### src/rtl/scaler_ctrl_pkg.sv
// Shared constants for the scale-round controller: default sizing and FSM state encodings.
package scaler_ctrl_pkg;

   localparam int unsigned NUM_ROUNDS = 18;
   localparam int unsigned ROUND_W    = 5;
   localparam int unsigned CNT_W      = 8;

   localparam logic [2:0] StIdle    = 3'd0;
   localparam logic [2:0] StScale   = 3'd1;
   localparam logic [2:0] StWaitDet = 3'd2;
   localparam logic [2:0] StNext    = 3'd3;
   localparam logic [2:0] StDone    = 3'd4;

endpackage

### src/rtl/sat_counter.sv
// Up-counter that sticks at all-ones; clear has priority over increment.
module sat_counter #(
   parameter int unsigned WIDTH = 8
) (
   input  logic             clk,
   input  logic             rst,
   input  logic             clr,
   input  logic             inc,
   output logic [WIDTH-1:0] count
);

   logic [WIDTH-1:0] count_q, count_d;

   always_comb begin
      count_d = count_q;
      if (clr) begin
         count_d = '0;
      end else if (inc && (count_q != {WIDTH{1'b1}})) begin
         count_d = count_q + {{(WIDTH-1){1'b0}}, 1'b1};
      end
   end

   always_ff @(posedge clk) begin
      if (rst) begin
         count_q <= '0;
      end else begin
         count_q <= count_d;
      end
   end

   assign count = count_q;

endmodule

### src/rtl/scale_round_controller.sv
// Frame sequencer: steps the image scaler through every scale round and launches the
// window detector once per round, counting the rounds in which a face was found.
module scale_round_controller #(
   parameter int unsigned NUM_ROUNDS = scaler_ctrl_pkg::NUM_ROUNDS,
   parameter int unsigned ROUND_W    = scaler_ctrl_pkg::ROUND_W,
   parameter int unsigned CNT_W      = scaler_ctrl_pkg::CNT_W
) (
   input  logic               clk,
   input  logic               rst,
   input  logic               start,
   input  logic               abort,
   input  logic               scaler_end,
   input  logic               scaler_full,
   input  logic               detect_done,
   input  logic               face_found,
   output logic [ROUND_W-1:0] round_scale,
   output logic               scaler_en,
   output logic               scaler_finish,
   output logic               scaler_face_status,
   output logic               detect_start,
   output logic               busy,
   output logic               frame_done,
   output logic [CNT_W-1:0]   face_count
);

   import scaler_ctrl_pkg::*;

   localparam logic [ROUND_W-1:0] LastRound = ROUND_W'(NUM_ROUNDS - 1);

   logic [2:0]         state_q, state_d;
   logic [ROUND_W-1:0] round_q, round_d;
   logic               launched_q, launched_d;
   logic               det_done_q, det_done_d;
   logic               dstart_d;
   logic               det_seen;
   logic               cnt_clr, cnt_inc;
   logic               in_round_d;

   logic en_q, finish_q, status_q, dstart_q, busy_q, fdone_q;

   always_comb begin
      state_d    = state_q;
      round_d    = round_q;
      launched_d = launched_q;
      det_done_d = det_done_q;
      dstart_d   = 1'b0;
      cnt_clr    = 1'b0;
      cnt_inc    = 1'b0;
      // A completion from a detector that was never launched this round is stale.
      det_seen   = detect_done && launched_q;

      if ((state_q != StIdle) && abort) begin
         state_d    = StIdle;
         round_d    = '0;
         launched_d = 1'b0;
         det_done_d = 1'b0;
      end else begin
         case (state_q)
            StIdle: begin
               if (start) begin
                  state_d    = StScale;
                  round_d    = '0;
                  cnt_clr    = 1'b1;
                  launched_d = 1'b0;
                  det_done_d = 1'b0;
               end
            end
            StScale: begin
               cnt_inc = det_seen && face_found;
               if (det_seen) begin
                  det_done_d = 1'b1;
               end
               if (scaler_end) begin
                  if (launched_q && (det_done_q || detect_done)) begin
                     state_d = StNext;
                  end else begin
                     state_d = StWaitDet;
                     // Small scales can end before the line buffer ever fills.
                     if (!launched_q) begin
                        dstart_d   = 1'b1;
                        launched_d = 1'b1;
                     end
                  end
               end else if (scaler_full && !launched_q) begin
                  dstart_d   = 1'b1;
                  launched_d = 1'b1;
               end
            end
            StWaitDet: begin
               cnt_inc = det_seen && face_found;
               if (det_seen) begin
                  det_done_d = 1'b1;
               end
               if (det_done_q || det_seen) begin
                  state_d = StNext;
               end
            end
            StNext: begin
               launched_d = 1'b0;
               det_done_d = 1'b0;
               if (round_q == LastRound) begin
                  state_d = StDone;
               end else begin
                  round_d = round_q + ROUND_W'(1);
                  state_d = StScale;
               end
            end
            StDone: begin
               state_d = StIdle;
               round_d = '0;
            end
            default: begin
               state_d = StIdle;
               round_d = '0;
            end
         endcase
      end
   end

   assign in_round_d = (state_d == StScale) || (state_d == StWaitDet);

   // Outputs are registered from next-state values so they line up with the state.
   always_ff @(posedge clk) begin
      if (rst) begin
         state_q    <= StIdle;
         round_q    <= '0;
         launched_q <= 1'b0;
         det_done_q <= 1'b0;
         en_q       <= 1'b0;
         finish_q   <= 1'b0;
         status_q   <= 1'b0;
         dstart_q   <= 1'b0;
         busy_q     <= 1'b0;
         fdone_q    <= 1'b0;
      end else begin
         state_q    <= state_d;
         round_q    <= round_d;
         launched_q <= launched_d;
         det_done_q <= det_done_d;
         en_q       <= in_round_d;
         finish_q   <= (state_d == StWaitDet);
         status_q   <= in_round_d && launched_d && !det_done_d;
         dstart_q   <= dstart_d;
         busy_q     <= (state_d != StIdle);
         fdone_q    <= (state_d == StDone);
      end
   end

   sat_counter #(
      .WIDTH (CNT_W)
   ) u_face_cnt (
      .clk   (clk),
      .rst   (rst),
      .clr   (cnt_clr),
      .inc   (cnt_inc),
      .count (face_count)
   );

   assign round_scale        = round_q;
   assign scaler_en          = en_q;
   assign scaler_finish      = finish_q;
   assign scaler_face_status = status_q;
   assign detect_start       = dstart_q;
   assign busy               = busy_q;
   assign frame_done         = fdone_q;

endmodule
### config.mk
export PLATFORM = sky130hd
export DESIGN_NAME = scale_round_controller
export DESIGN_NICKNAME = d
export VERILOG_FILES = /design/src/rtl/scaler_ctrl_pkg.sv /design/src/rtl/sat_counter.sv /design/src/rtl/scale_round_controller.sv
export SDC_FILE = /design/constraint.sdc
export NUM_CORES = 1
export LEC_CHECK = 0
export BUFFER_PORTS_ARGS = -buffer_cell sky130_fd_sc_hd__buf_2
export CORE_MARGIN = 1
export CORE_UTILIZATION = 50
export DETAILED_ROUTE_END_ITERATION = 8
export HOLD_SLACK_MARGIN = 0.05
export PLACE_DENSITY = 0.75
export SYNTH_ARGS = -nofsm -noshare
export SYNTH_HDL_FRONTEND = slang
export SYNTH_SLANG_ARGS = --single-unit
### constraint.sdc
create_clock -name clk -period 2.45 [get_ports clk]
set_clock_uncertainty 0.2 [all_clocks]
set_input_delay 0.49 -clock clk [delete_from_list [all_inputs] [get_ports clk]]
set_output_delay 0.49 -clock clk [all_outputs]
set_load 0.01 [all_outputs]
==> qor.yml <==
cts:
  hold_buffers: 0
  cts.clk_slew.worst_paths_ns: 0.13
  cts_root_buf: "clkbuf_4"
  cts_resized: 0
  post_cts_buffers: 0
  clk_latency_ns: 0.31
  cts_buffers: 3
  htreeDepth: 1
  cts_sinks: 24
  cts_buffer_depth: 2
  tritoncts: "built"
sta:
  period_share: 0.8110
  min_period_ns: 1.987
  fmax_ghz: 0.5033
  rsz0062_at_grt: "false"
  layout_setup_ws_ns: 0.4631
  finalMaxSlewViolations: 0
  worst_slew_margin_rel: 0.6399
  whs_ns: 0.2286
  setup_tns_ns: 0
  final-hold-violation-count: 0
  tightest_slew_ns: 0.5394
  setup_viol: 0
route:
  routedWlPerCell_um: 12.60
  drtIter0Drc: 16
  avgViaCountPerCell: 5.609
  num_vias: 1077
  first_pass_iters: 4
  drc: 0
  wirelength_mm: 2.420
  antenna_left: 0
setup_path:
  cp-startpoint: "state_q[0]"
  critical_path.max_fanout: 14
  crit_buf_inv: 0
  path_depth: 5
  cpPeakStageDelay_ns: 0.68
  critical-path-slowest-cell: "dfxtp_1"
  required_ns: 2.46
  crit_path_cell_trace: "nand2_1, o211ai_2, nand4_1, xor2_1, nor2_1"
  crit_family: "flip-flops"
  reg2reg_from: "state_q[0]"
  cp-end-kind: "flop"
  criticalPathCategory: "reg -> reg"
  crit_end: "round_scale[4]"
  worst-r2r-setup-slack_ns: 0.46
  r2r_end: "round_scale[4]"
  worstSetupStartpointType: "flop"
  reg2reg_depth: 5
  arrival_ns: 2.00
finish:
  drive_gt1_frac: 0.2134
  fin_util: 0.6123
  final_nets: 177
  fin_area_sq_um: 1368
  area_growth_pct: 14.09
  diodes: 0
synth:
  synth_area_leaders: "dfxtp_1 (40%), nor2_1 (7.2%), xor2_1 (6.6%)"
  ys_ff_latch: 24
  yosysTopAreaCellShare: 0.4008
  netlist_instances: 137
  ys_types: 37
  postSynthNetCount: 148
  synth.most_common_cell: "dfxtp_1"
  seq_area_frac_synth: 0.4008
  synthFlopType: "dfxtp_1"
  syn_area_per_cell_sq_um: 8.749
  synth_edf_count: 0
  synth_top_area_cell: "dfxtp_1"
  synth_common_cells: "dfxtp_1 (24), nor2_1 (23), nand3_1 (9), xor2_1 (9), nand2_1 (7)"
  synthArstFlopShare: 0
  yosys_warnings: 0
  synth.cell_area_sq_um: 1199
die:
  die_h_um: 50.96
  dieArea_sq_um: 2597
  rows: 17
  die_x_um: 50.96
  num_io_pins: 27
  initial_core_util: 0.5367
  core_sq_um: 2233
global_route:
  antenna_found_initial: 0
  track_usage: 0.2058
  grt_pass1_vias: 944
  grt_pass1_wl_mm: 4.002
  grt_max_degree: 16
  grt_overflow_total: 0
run:
  maxCapViolCount: 0
place:
  place.port_buffers: 26
  placed_area_sq_um: 1345
  routabilityCongestion: 0.9198
  dp_hpwl_mm: 1.793
  place_ws_ns: 0.4937
power:
  p_sw_frac: 0.2509
  ir_worst_vdd_uv: 428.9
  seqPwrFrac: 0.626
  power.density_nw_per_um2: 480.0
  clkPwrFrac: 0.257
  p_int_mw: 0.4917
  combPwrFrac: 0.118
  p_leak_nw: 0.5905
  p_sw_mw: 0.1647
worst_hold_path:
  hold_class: "in -> reg"
outcome:
  status: "complete, no violations"
cell families after synthesis:
kind of cell             after synthesis  share of synthesized area
AO/OA/AOI/OAI                         20                     0.1117
adder cells (fa/ha/maj)                3                    0.03132
buffers and inverters                  7                    0.03444
flip-flops                            24                     0.4008
AND/OR/NAND/NOR                       72                     0.3246
XOR/XNOR                              10                    0.08873
multiplexers                           1                   0.008351
flip-flops by register name, summed over array words and instances (netlist names):
register and cells:
busy 1, det_done_q 1, detect_start 1, frame_done 1
launched_q 1, round_scale 5, scaler_en 1, scaler_face_status 1
scaler_finish 1, state_q 3, u_face_cnt.count 8
how the worst min path moves through the flow:
stage / endpoint / startpoint / depth (start not counted) / slack (ns)
2_1_floorplan: detect_start / launched_q / 1 / 0.26
3_3_place_gp: u_face_cnt.count[1] / u_face_cnt.count[1] / 2 / 0.31
3_5_place_dp: u_face_cnt.count[1] / u_face_cnt.count[1] / 2 / 0.31
4_1_cts: state_q[0] / rst / 2 / 0.21
5_1_grt: scaler_en / rst / 2 / 0.21
6_report: state_q[0] / rst / 2 / 0.23
per-layer routing:
metal	global-route usage	part of all wire	wire, um
met3	0.03571	0.038	91
met2	0.3531	0.50	1207
met1	0.2468	0.45	1088
met4	0.09722	0.014	33
met5	0	0	0
through the flow:
stage                     power (mW)  cells
after global routing          0.6836    192
after CTS                     0.6647    192
after floorplan               0.4739    137
after global placement        0.4942    189
after detailed placement      0.4964    189
final                         0.6564    192
power groups by stage:
| stage | clock [mW] | sequential [mW] | combinational (mW) |
|---|---|---|---|
| 2_1_floorplan | 0 | 0.415 | 0.0592 |
| 6_report | 0.168 | 0.411 | 0.0774 |
| 3_3_place_gp | 0 | 0.418 | 0.0763 |
| 4_1_cts | 0.177 | 0.410 | 0.0775 |
| 5_1_grt | 0.186 | 0.412 | 0.0857 |
| 3_5_place_dp | 0 | 0.419 | 0.0773 |
layout make-up:
type,instances,area (sq um)
Multi-Input combinational cell,106,676.9
Tap cell,28,35.03
Inverter,4,15.01
Sequential cell,24,480.5
Fill cell,225,865.8
Timing Repair Buffer,27,137.6
Clock buffer,3,22.52
layout by cell type (no fill, tap or decap), drive strengths merged, types with 3 or more instances in the layout:
master and instances:
xor2 9, nor2 23, nor3 6, inv 4
nor4 3, dfxtp 24, ha 3, nand4 5
clkbuf 3, a21oi 6, nand2 7, nand3 9
and3 4, buf 27
Power figures use the tool's default switching activity.
